**src/rtl/uart_tx_fifo.sv**
```systemverilog
// uart_tx_fifo: 8N1 UART transmitter fed by a small byte FIFO.
//
// The CPU-side bus glue pushes bytes with wr_en/wr_data. A serialiser
// pops them and shifts them out LSB first, with one start bit and one
// stop bit. While the FIFO has data, frames go out back-to-back with no
// idle gap.
//
// Parameters
//   CLK_FREQ   system clock in Hz
//   BAUD_RATE  serial bit rate; one bit lasts CLK_FREQ/BAUD_RATE clocks
//   FIFO_DEPTH FIFO entries (power of two, >= 2)
//
// Ports
//   clk        system clock, rising edge
//   rst        synchronous reset, active-high
//   wr_data    byte to enqueue
//   wr_en      enqueue strobe; dropped silently when the FIFO is full
//   tx_full    FIFO holds FIFO_DEPTH entries (registered)
//   tx_busy    serialiser not idle (registered)
//   fifo_count entries currently queued (registered)
//   tx         serial line, idles high (registered)
module uart_tx_fifo #(
  parameter int CLK_FREQ   = 25000000,
  parameter int BAUD_RATE  = 115200,
  parameter int FIFO_DEPTH = 4
) (
  input  logic                          clk,
  input  logic                          rst,
  input  logic [7:0]                    wr_data,
  input  logic                          wr_en,
  output logic                          tx_full,
  output logic                          tx_busy,
  output logic [$clog2(FIFO_DEPTH):0]   fifo_count,
  output logic                          tx
);

  localparam int DIVIDER = CLK_FREQ / BAUD_RATE;
  localparam int BAUD_W  = (DIVIDER > 1) ? $clog2(DIVIDER) : 1;
  localparam int PTR_W   = $clog2(FIFO_DEPTH);
  localparam int CNT_W   = PTR_W + 1;

  localparam logic [BAUD_W-1:0] BAUD_LAST = BAUD_W'(DIVIDER - 1);
  localparam logic [CNT_W-1:0]  CNT_FULL  = CNT_W'(FIFO_DEPTH);
  localparam logic [CNT_W-1:0]  CNT_ONE   = CNT_W'(1);

  typedef enum logic [1:0] {
    S_IDLE  = 2'd0,
    S_START = 2'd1,
    S_DATA  = 2'd2,
    S_STOP  = 2'd3
  } state_t;

  state_t              state;
  state_t              state_nxt;

  logic [7:0]          fifo_mem [FIFO_DEPTH];
  logic [PTR_W-1:0]    wr_ptr;
  logic [PTR_W-1:0]    rd_ptr;
  logic [CNT_W-1:0]    count;
  logic [CNT_W-1:0]    count_nxt;
  logic                push;
  logic                pop;
  logic                fifo_nonempty;

  logic [BAUD_W-1:0]   baud_cnt;
  logic                baud_end;
  logic [2:0]          bit_idx;
  logic [7:0]          shift;
  logic                shift_load;
  logic                shift_adv;
  logic                tx_nxt;

  // Acceptance is judged on the count before this edge's pop, so a write
  // that lands on the same edge as a pop from a full FIFO is still dropped.
  assign push          = wr_en && (count < CNT_FULL);
  assign fifo_nonempty = (count != '0);
  assign baud_end      = (baud_cnt == BAUD_LAST);

  always_comb begin
    count_nxt = count;
    case ({push, pop})
      2'b10:   count_nxt = count + CNT_ONE;
      2'b01:   count_nxt = count - CNT_ONE;
      default: count_nxt = count;
    endcase
  end

  // ---- FIFO storage and pointers ----
  always_ff @(posedge clk) begin
    if (push) begin
      fifo_mem[wr_ptr] <= wr_data;
    end
  end

  always_ff @(posedge clk) begin
    if (rst) begin
      wr_ptr  <= '0;
      rd_ptr  <= '0;
      count   <= '0;
      tx_full <= 1'b0;
    end else begin
      if (push) begin
        wr_ptr <= wr_ptr + 1'b1;
      end
      if (pop) begin
        rd_ptr <= rd_ptr + 1'b1;
      end
      count   <= count_nxt;
      tx_full <= (count_nxt == CNT_FULL);
    end
  end

  assign fifo_count = count;

  // ---- serialiser: state register ----
  always_ff @(posedge clk) begin
    if (rst) begin
      state <= S_IDLE;
    end else begin
      state <= state_nxt;
    end
  end

  // ---- serialiser: next-state logic ----
  always_comb begin
    state_nxt = state;
    case (state)
      S_IDLE: begin
        if (fifo_nonempty) begin
          state_nxt = S_START;
        end
      end
      S_START: begin
        if (baud_end) begin
          state_nxt = S_DATA;
        end
      end
      S_DATA: begin
        if (baud_end && (bit_idx == 3'd7)) begin
          state_nxt = S_STOP;
        end
      end
      S_STOP: begin
        // Chaining straight into START keeps consecutive frames gap-free.
        if (baud_end) begin
          state_nxt = fifo_nonempty ? S_START : S_IDLE;
        end
      end
      default: state_nxt = S_IDLE;
    endcase
  end

  // ---- serialiser: output / datapath control ----
  always_comb begin
    tx_nxt     = tx;
    pop        = 1'b0;
    shift_load = 1'b0;
    shift_adv  = 1'b0;
    case (state)
      S_IDLE: begin
        tx_nxt = 1'b1;
        if (fifo_nonempty) begin
          pop        = 1'b1;
          shift_load = 1'b1;
          tx_nxt     = 1'b0;
        end
      end
      S_START: begin
        if (baud_end) begin
          tx_nxt = shift[0];
        end
      end
      S_DATA: begin
        if (baud_end) begin
          if (bit_idx == 3'd7) begin
            tx_nxt = 1'b1;
          end else begin
            // shift[1] is the bit that becomes shift[0] after this edge.
            shift_adv = 1'b1;
            tx_nxt    = shift[1];
          end
        end
      end
      S_STOP: begin
        tx_nxt = 1'b1;
        if (baud_end && fifo_nonempty) begin
          pop        = 1'b1;
          shift_load = 1'b1;
          tx_nxt     = 1'b0;
        end
      end
      default: tx_nxt = 1'b1;
    endcase
  end

  // ---- baud timing and bit index ----
  // The counter sits at zero in IDLE, so the first bit after leaving IDLE
  // gets a full DIVIDER clocks; every bit boundary restarts it.
  always_ff @(posedge clk) begin
    if (rst) begin
      baud_cnt <= '0;
      bit_idx  <= '0;
    end else begin
      if ((state == S_IDLE) || baud_end) begin
        baud_cnt <= '0;
      end else begin
        baud_cnt <= baud_cnt + 1'b1;
      end
      if (state != S_DATA) begin
        bit_idx <= '0;
      end else if (baud_end) begin
        bit_idx <= bit_idx + 1'b1;
      end
    end
  end

  // ---- shift register (data path, not reset) ----
  always_ff @(posedge clk) begin
    if (shift_load) begin
      shift <= fifo_mem[rd_ptr];
    end else if (shift_adv) begin
      shift <= {1'b0, shift[7:1]};
    end
  end

  // ---- line and status outputs ----
  always_ff @(posedge clk) begin
    if (rst) begin
      tx      <= 1'b1;
      tx_busy <= 1'b0;
    end else begin
      tx      <= tx_nxt;
      tx_busy <= (state_nxt != S_IDLE);
    end
  end

endmodule

```
**config.mk**
```make
export PLATFORM = sky130hd
export DESIGN_NAME = uart_tx_fifo
export DESIGN_NICKNAME = d
export VERILOG_FILES = /design/src/rtl/uart_tx_fifo.sv
export SDC_FILE = /design/constraint.sdc
export NUM_CORES = 1
export LEC_CHECK = 0
export ABC_AREA = 1
export CAP_MARGIN = 20
export CORE_ASPECT_RATIO = 1.75
export CORE_MARGIN = 2
export CORE_UTILIZATION = 40
export DETAILED_ROUTE_END_ITERATION = 10
export GPL_TIMING_DRIVEN = 0
export PLACE_DENSITY = 0.65
export SYNTH_ARGS = -nofsm -noshare
export SYNTH_HDL_FRONTEND = slang
export SYNTH_SLANG_ARGS = --single-unit
```
**constraint.sdc**
```tcl
create_clock -name clk -period 2 [get_ports clk]
set_input_delay 0.6 -clock clk [delete_from_list [all_inputs] [get_ports clk]]
set_output_delay 0.6 -clock clk [all_outputs]
set_load 0.005 [all_outputs]
```
-- Word level (Yosys, flattened, before mapping)
Memory sizes are Yosys's and may differ from the RTL's. A register that Yosys moved wholly into a read port is not among the register bits.
Cells that the tools add are included.
- register bits: 31
- bits in writable memories: 32
- input bits: 11
- output and inout bits: 6
- memories: 1
- add/subtract/negate cells: 6
- order comparisons: 1
- equal/unequal tests: 11
- muxes and demuxes: 25
- reduce and logical (&&, ||, !) cells: 11
- memories (memory ; depth ; bits a word ; rd ports ; clocked after memory_dff ; write ports ; RTL line ; text):
    fifo_mem ; 4 ; 8 ; 1 ; 1 ; 1 ; 56 ; logic [7:0] fifo_mem [FIFO_DEPTH];
- operators by type and width (operator ; count):
    $mux 8 ; 2
    $mux 1 ; 13
    $mux 2 ; 6
    $add 8x1->8 const B ; 1
    $eq 8x8->1 const B ; 1
    $pmux 2 s4 ; 1
    $add 3x1->3 const B ; 2
    $eq 2x2->1 const B ; 3
    $eq 3x3->1 const B ; 2
    $ne 2x2->1 const B ; 3
    $pmux 3 s2 ; 1
    $add 2x1->2 const B ; 2
    $eq 2x1->1 const B ; 2
    $pmux 1 s4 ; 1
    $reduce_bool 2->1 ; 2
    $reduce_or 2->1 ; 2
    $logic_and 1x1->1 ; 3
    $lt 3x3->1 const B ; 1
    $reduce_bool 3->1 ; 1
    $sub 3x1->3 const B ; 1
    $logic_not 2->1 ; 1
    $pmux 1 s2 ; 1
    $reduce_and 2->1 ; 1
    $logic_or 1x1->1 ; 1

-- Logic depth before layout (Yosys ltp)
Gate-level depths: netlist (run 1).
- depth after elaboration: 7
- gate-level depth with buffers: 17
- depth with buffers taken out: 17

-- Worst setup path before layout (run 1)
No wires, ideal clock.
- path kind: reg-to-reg
- from: register baud_cnt[0]
- to: register tx_full
- setup time: 112 ps
- data arrival time: 1998 ps
- path slack: -110 ps
- cell stages (with the launch flop): 16
- path buffers: 0
- clock period less this slack: 2110 ps
- path through: dfxtp_1 inv_1 ha_1 nand2_1 nor2_4 nand4_4 nand2_4 nand2_4 clkinv_4 ha_1 inv_1 fa_1 nand2_1 o21ai_0 nand2_1 nor2_1
- longest elaborated chain between the ends: 7
- ends and longest elaborated chain (what ; RTL line ; text):
    start: declaration ; 65 ; logic [BAUD_W-1:0] baud_cnt;
    start signal: assignment ; 207 ; baud_cnt <= baud_cnt + 1'b1;
    $eq 8x8->1 (*) ; 77 ; assign baud_end = (baud_cnt == BAUD_LAST);
    $logic_and 1x1->1 (*) ; 186 ; if (baud_end && fifo_nonempty) begin
    $mux 1 (*) ; 186 ;
    $pmux 1 s2 (*) ; 159 ; case (state)
    via pop ; 62 ; logic pop;
    $eq 2x1->1 or $eq 2x2->1 (tied branches) ; 81 ; case ({push, pop})
    $pmux 3 s2 (*) ; 81 ;
    $eq 3x3->1 (*) ; 109 ; tx_full <= (count_nxt == CNT_FULL);
    end signal: assignment ; 109 ;
    end: declaration ; 31 ; output logic tx_full,
Mark *: on every way through the listed nets, which the timed path passes. The rest lies on a longest branch.
A chain may end at the register's enable or synchronous reset.

-- Final worst setup path (run 1)
Same ends and word-level chain as after synthesis.

==> results of run 1 <==
==> cells in the mapped netlist (3+ instances only) <==
| library cell | n | area share |
|---|---|---|
| nand2_1 | 53 | 0.069 |
| nor2_1 | 43 | 0.056 |
| edfxtp_1 | 40 | 0.42 |
| inv_1 | 38 | 0.049 |
| o21ai_0 | 26 | 0.045 |
| dfxtp_1 | 25 | 0.17 |
| ha_1 | 14 | 0.061 |
| a21oi_1 | 10 | 0.017 |
| o22ai_1 | 7 | 0.015 |
| nand3_1 | 6 | 0.010 |
| nand2_2 | 3 | 0.0065 |
| nor3_1 | 3 | 0.0052 |
==> cell families (layout without fill, tap and decap cells) <==
kind of cell / after synthesis / after routing
and+or+nand+nor: 120 / 120
DFF: 65 / 65
AOI/OAI and AO/OA: 48 / 48
buffers and inverters: 43 / 85
adders and majority gates: 15 / 15
xor gates and xnor gates: 2 / 2
==> final cells by class <==
cell class	count	area share
repair buffers	26	0.0645
multi-input cells	185	0.303
clock buffers	9	0.0618
plain buffers	3	0.00583
clock inverters	7	0.0209
inverters	40	0.0453
well taps	86	0.0295
flip-flops and latches	65	0.469
==> registers in the layout, indices dropped and copies added, names as in the netlist, named ones only <==
signal / cells
fifo_mem: 32
bit_idx: 3
tx: 1
fifo_count: 3
state: 2
baud_cnt: 8
tx_full: 1
shift: 8
rd_ptr: 2
wr_ptr: 2
tx_busy: 1
==> report_power, final <==
part	total [mW]	switching, mW	internal [mW]
sequential	1.92	0.135	1.78
combinational	1.79	1.07	0.719
clock	1.57	0.596	0.974
==> metal layers <==
layer	vias to the layer above	share of wire	track usage
met5	-	0	0
met4	0	0.050	0.132
met3	19	0.032	0.0385
met2	37	0.55	0.289
met1	950	0.37	0.139
li1	1044	-	-
==> placed cells by master, fill, tap and decap left out, types with 3 or more instances in the layout <==
cell              n
nand2_2           7
nor2_4            3
nand3_1           5
inv_2             5
buf_4            10
inv_1            33
ha_1             10
inv_6             3
o22ai_1           7
clkdlybuf4s50_1  16
nand2_1          48
clkbuf_16         9
nor2_1           40
edfxtp_1         40
dfxtp_1          21
o21ai_0          24
nor2_2            3
dfxtp_2           3
a21oi_1          10
nor3_1            3
==> worst max-delay path, cell delays in order (launching register included) <==
cell and delay, ns:
dfxtp_4 0.34, inv_2 0.05, ha_4 0.13, nand2_4 0.05, nor2_4 0.10, nand4_4 0.11
nand2_4 0.11, nand2_8 0.07, clkinv_8 0.06, ha_4 0.12, inv_4 0.03, fa_2 0.38
nand2_2 0.07, nand2_2 0.06, nor2_2 0.08, nand2_1 0.06, nand3_2 0.08, nor2_1 0.05
==> worst paths after layout <==
| kind | depth (start not counted) | slack (ns) | to | start |
|---|---|---|---|---|
| worst max-delay path | 17 | -0.06 | tx_full | baud_cnt[0] |
| worst min-delay path | 2 | 0.47 | bit_idx[0] | bit_idx[0] |
| worst max register to register | 17 | -0.06 | tx_full | baud_cnt[0] |
| worst min register to register | 2 | 0.47 | bit_idx[0] | bit_idx[0] |
==> per-stage QoR <==
stage	cells	instance area [sq um]	total power, mW	hold WS, ns	util
floorplan	293	2920	2.94	0.431	-
global route	421	3650	5.59	0.520	0.515
detailed placement	395	3190	3.38	0.456	0.450
finish	421	3650	5.28	0.474	0.515
global placement	395	3190	3.34	0.447	0.450
CTS	420	3620	5.26	0.477	0.511
==> timing repair <==
action / in CTS / in global routing
buffers inserted: 9 / 1
setup endpoints to repair: 27 / 11
hold endpoints to repair: 0 / 0
resized for setup: 17 / 7
pin swaps: 8 / 2
==> key figures, run 1 <==
Clock network
  • CTS tree: built
  • Clock buffer depth: 2
  • Clock Sinks: 65
  • Worst-Skew Late Latency: 0.33 ns
  • CTS H-tree depth: 3
  • Post-CTS Hold Fix Bufs: 0
  • Worst-path clk slew: 0.06 ns
  • TritonCTS Buffers: 9
  • Clock root buffer: clkbuf_16

Synth
  • FF+latch count, synth: 65
  • Synth Area in Compound Gates: 0.0884
  • Adder-Cell Fraction of Synth Area: 0.0676
  • Yosys Warn Count: 0
  • Largest family of logic cells by synthesized area: simple AND/OR/NAND/NOR gates
  • Number of synthesized flops with an enable pin: 40
  • Mux contribution to synthesized area: 0
  • Synthesized area per cell: 9.85 sq um
  • Ys flop type: edfxtp_1
  • Syn_nets: 319
  • Cells after Synth: 293
  • Synth Cell Area: 2890 sq um
  • Sequential area share after synthesis: 0.590
  • Ys async rst share: 0
  • Synth Area in Simple Gates: 0.187
  • Xor-xnor portion of the synthesized cell area: 0.00607
  • Unique masters post-synth: 32

Setup path
  • Critical path launch point type: register
  • Worst Path Arrival: 2.29 ns
  • Max Fanout on Critical Path: 2
  • Crit path required time: 2.23 ns
  • Crit. End Element: register
  • CP Class: reg2reg

Timing
  • Worst Skew: 0.00688 ns
  • Fin crit share: 1.03
  • Post-layout minimum cycle time: 2.06 ns
  • Final setup fails: 2
  • Unrepaired setup endpoints after global routing: true
  • Worst-Margin Slew: 0.790 ns
  • Slack of the critical path: -0.0585 ns
  • Slew HR: 0.471
  • Total negative slack: -0.115 ns
  • F_max: 0.486 GHz
  • Final Hold Fails: 0
  • Fin. max-slew vios: 0

Drt
  • DRC: 0
  • Via-to-Cell Ratio: 4.87
  • WL final: 5.58 mm
  • WL/cell: 13.2 um
  • Initial detailed-routing violation count: 60
  • Vias: 2050
  • Post-DRT Antenna Nets: 0
  • Drt pass-1 iters: 4

Layout
  • Layout filler cell count: 652
  • Register area: 1710 sq um
  • Final antenna diode count: 0
  • Share of cells above drive strength 1: 0.203
  • Layout Nets: 356
  • Multi-input combinational cell area: 1110 sq um
  • Area growth syn-to-layout: 26.3%

Global routing
  • Antenna violations before repair: 0
  • Overall routing resource usage: 0.159
  • Global-route wire length before repair: 9.02 mm
  • Vias in the first global route: 2072
  • Largest net degree at the start of global routing: 14
  • GRT Residual Overflow: 0

Outcome
  • Failing checks: setup timing
  • Status: finished with violations

Placement
  • Worst slack, placed: -0.423 ns
  • HPWL Detailed: 3.73 mm
  • Final RePlAce weighted congestion: 0.882
  • Port bufs: 16

Floorplan
  • FP Rows: 41
  • Vertical die dimension: 116 um
  • Starting Density: 0.408
  • Core region area: 7080 sq um
  • I/O Pins: 17
  • Die area: 7940 sq um
  • Die width: 68.2 um

Run
  • Max cap viols: 0

Worst hold path
  • Hold Crit Class: reg2reg

Pwr
  • Leakage: 1.47 nW
  • Peak supply drop: 884 uV
  • Power per Cell Area: 1450 nW/um^2
Note: power is estimated with default switching activity, not from simulation.
==> run 2, diff against run 1 <==
--- a/config.mk
+++ b/config.mk
@@ -9,10 +9,10 @@
 export CAP_MARGIN = 20
 export CORE_ASPECT_RATIO = 1.75
 export CORE_MARGIN = 2
-export CORE_UTILIZATION = 40
+export CORE_UTILIZATION = 45
 export DETAILED_ROUTE_END_ITERATION = 10
 export GPL_TIMING_DRIVEN = 0
-export PLACE_DENSITY = 0.65
+export PLACE_DENSITY = 0.71
 export SYNTH_ARGS = -nofsm -noshare
 export SYNTH_HDL_FRONTEND = slang
 export SYNTH_SLANG_ARGS = --single-unit
==> run 2 against run 1 <==
The run still ends with setup timing left; sequential power hardly changed; wire length is 5.5% lower; total power is 11% lower; worst hold slack better by 0.00072 ns; global-route usage is 1.1 points higher; via count is 0.24% lower; critical path depth is 8 lower; final cell count is 1.4% lower; flip-flop and latch count stayed put; sequential share of layout area is 1.8 points higher; final area is 3.8% lower; critical path type is now in2reg; critical endpoint unchanged; highest routed layer unchanged.
==> key figures, run 2 (synthesis results as in run 1) <==
Placement
  • Placed instance area: 3180 sq um (-0.24%)
  • Placed Cells: 389 (-1.5%)
  • Final RePlAce weighted congestion: 0.863 (-2.2%)
  • Port bufs: 16 (unchanged)
  • HPWL Detailed: 3.68 mm (-1.3%)

Floorplan
  • Die area: 7100 sq um (-11%)
  • Starting Density: 0.467 (+0.0593)
  • Core region area: 6180 sq um (-13%)
  • I/O Pins: 17 (unchanged)
  • FP Rows: 38 (-7.3%)
  • Vertical die dimension: 110 um (-5.5%)
  • Die width: 64.5 um (-5.4%)

Global routing
  • Vias in the first global route: 2133 (+2.9%)
  • Global-route wire length before repair: 8.98 mm (-0.39%)
  • Largest net degree at the start of global routing: 12 (-2)
  • Antenna violations before repair: 0 (unchanged)
  • Overall routing resource usage: 0.170 (+0.0110)
  • GRT Residual Overflow: 0 (unchanged)

Drt
  • DRC: 0 (unchanged)
  • Vias: 2045 (-0.24%)
  • Post-DRT Antenna Nets: 0 (unchanged)
  • Drt pass-1 iters: 4 (unchanged)
  • Initial detailed-routing violation count: 66 (+10%)
  • WL/cell: 12.7 um (-4.2%)
  • WL final: 5.27 mm (-5.5%)
  • Via-to-Cell Ratio: 4.93 (+1.2%)

Layout
  • Largest registers: fifo_mem: 32 flops, baud_cnt: 8 flops, shift: 8 flops
  • Layout Nets: 356 (unchanged)
  • Top reg by flops: fifo_mem
  • Commonest non-fill, non-tap cell in the layout: nand2_1
  • Final antenna diode count: 0 (unchanged)
  • Fin util: 0.567 (+0.0522)
  • Commonest cells after routing, fill and taps aside: 49 x nand2_1, 42 x nor2_1, 40 x edfxtp_1
  • Layout filler cell count: 543 (-17%)
  • Layout Cells excl Fill: 415 (-1.4%)
  • Share of cells above drive strength 1: 0.182 (-0.0209)
  • Area growth syn-to-layout: 21.5%
  • Max reg flops: 32 (unchanged)
  • Final Cell Area: 3510 sq um (-3.8%)
  • Register area: 1710 sq um (-0.15%)
  • Multi-input combinational cell area: 1090 sq um (-1.4%)

Setup path
  • Crit path required time: 2.28 ns (+0.05 ns)
  • Crit. End Element: register
  • Crit path launch: wr_en
  • Worst Path Arrival: 2.32 ns (+0.03 ns)
  • CP Class: in2reg
  • Critical path launch point type: primary input
  • FF-to-FF setup slack: -0.01 ns (+0.05 ns)
  • Max Fanout on Critical Path: 9 (+7)
  • Reg-to-reg startpoint: baud_cnt[1]

Clock network
  • CTS tree: built
  • Worst-path clk slew: 0.07 ns (about the same)
  • Worst-Skew Late Latency: 0.34 ns (about the same)
  • CTS H-tree depth: 3 (unchanged)
  • Clock buffer depth: 2 (unchanged)
  • Clock root buffer: clkbuf_8
  • TritonCTS Buffers: 9 (unchanged)
  • Clock Sinks: 65 (unchanged)

Pwr
  • Power per Cell Area: 1330 nW/um^2 (-7.9%)
  • Peak supply drop: 836 uV (-5.5%)
  • Net switching power: 1.63 mW (-9.5%)
  • Flop pwr share: 0.410 (+0.046)
  • Clock power frac: 0.224 (-0.074)
  • Tot Pwr: 4.68 mW (-11%)
  • Combinational Power Share: 0.366 (+0.027)
  • Net Sw Frac: 0.349 (+0.00732)
  • Internal power: 3.05 mW (-12%)
  • Leakage: 1.41 nW (-3.6%)

Timing
  • Fin. max-slew vios: 0 (unchanged)
  • Slack of the critical path: -0.0350 ns (+0.0235 ns)
  • Final setup fails: 2 (unchanged)
  • Worst Skew: 0.00886 ns (+0.00199 ns)
  • Fin crit share: 1.02 (-0.0118)
  • Slew HR: 0.479 (+0.00784)
  • F_max: 0.491 GHz (+1.2%)
  • Worst-Margin Slew: 0.778 ns (-0.0117 ns)
  • Post-layout minimum cycle time: 2.04 ns (-0.0235 ns)
  • Total negative slack: -0.0394 ns (+0.0755 ns)
  • Unrepaired setup endpoints after global routing: true
  • Final Hold Fails: 0 (unchanged)

Worst hold path
  • Hold Crit Class: reg2reg
  • Hold_sp: bit_idx[0]

Outcome
  • Failing checks: setup timing
  • Status: finished with violations

Run
  • Max cap viols: 0 (unchanged)
## run 2: power groups by stage
stage	clock [mW]	combinational (mW)	sequential (mW)
after floorplan	0	1.03	1.91
after global placement	0	1.38	1.94
after detailed placement	0	1.41	1.94
after CTS	1.09	1.61	1.91
after global routing	1.13	1.96	1.95
final	1.05	1.71	1.91
## run 2: area by class of cell
class / instances / share of cell area
clock buffers: 10 / 0.0364
plain buffers: 3 / 0.00607
flip-flops and latches: 65 / 0.487
multi-input cells: 185 / 0.311
repair buffers: 26 / 0.0671
inverters: 40 / 0.0471
well taps: 80 / 0.0286
clock inverters: 6 / 0.0168
## run 2: worst max-delay path, stage by stage
cell and delay, ns:
clkdlybuf4s50_1 0.40, nand2_1 0.28, ha_4 0.20, inv_4 0.04, fa_2 0.51, nand2_1 0.06
o21ai_2 0.07, nand2_1 0.08, nor2_1 0.08
## run 2: repair_timing
action	4_1_cts	5_1_grt
setup buffers	7	3
hold buffers	0	0
gates resized for setup	10	8
setup endpoints to repair	27	35
pin swaps	3	2
## run 2: per-stage QoR
step           hold slack [ns]  setup slack, ns
5_1_grt                  0.532           -0.138
3_5_place_dp             0.447           -0.394
3_3_place_gp             0.444           -0.341
4_1_cts                  0.477          -0.0172
6_report                 0.474          -0.0350
2_1_floorplan            0.431          -0.0367
## run 2: path summary, 6_finish.rpt
check / to / depth (start not counted)
worst max-delay path: tx_full / 9
worst min-delay path: bit_idx[0] / 2
worst max register to register: tx_full / 15
worst min register to register: bit_idx[0] / 2
## run 2: routing by layer
| metal | vias up | GRT usage | part of all wire | routed length, um |
|---|---|---|---|---|
| met1 | 959 | 0.160 | 0.39 | 2040 |
| met3 | 15 | 0.0532 | 0.029 | 155 |
| met5 | - | 0 | 0 | 0 |
| met2 | 30 | 0.307 | 0.56 | 2920 |
| met4 | 0 | 0.123 | 0.028 | 147 |
| li1 | 1041 | - | - | - |
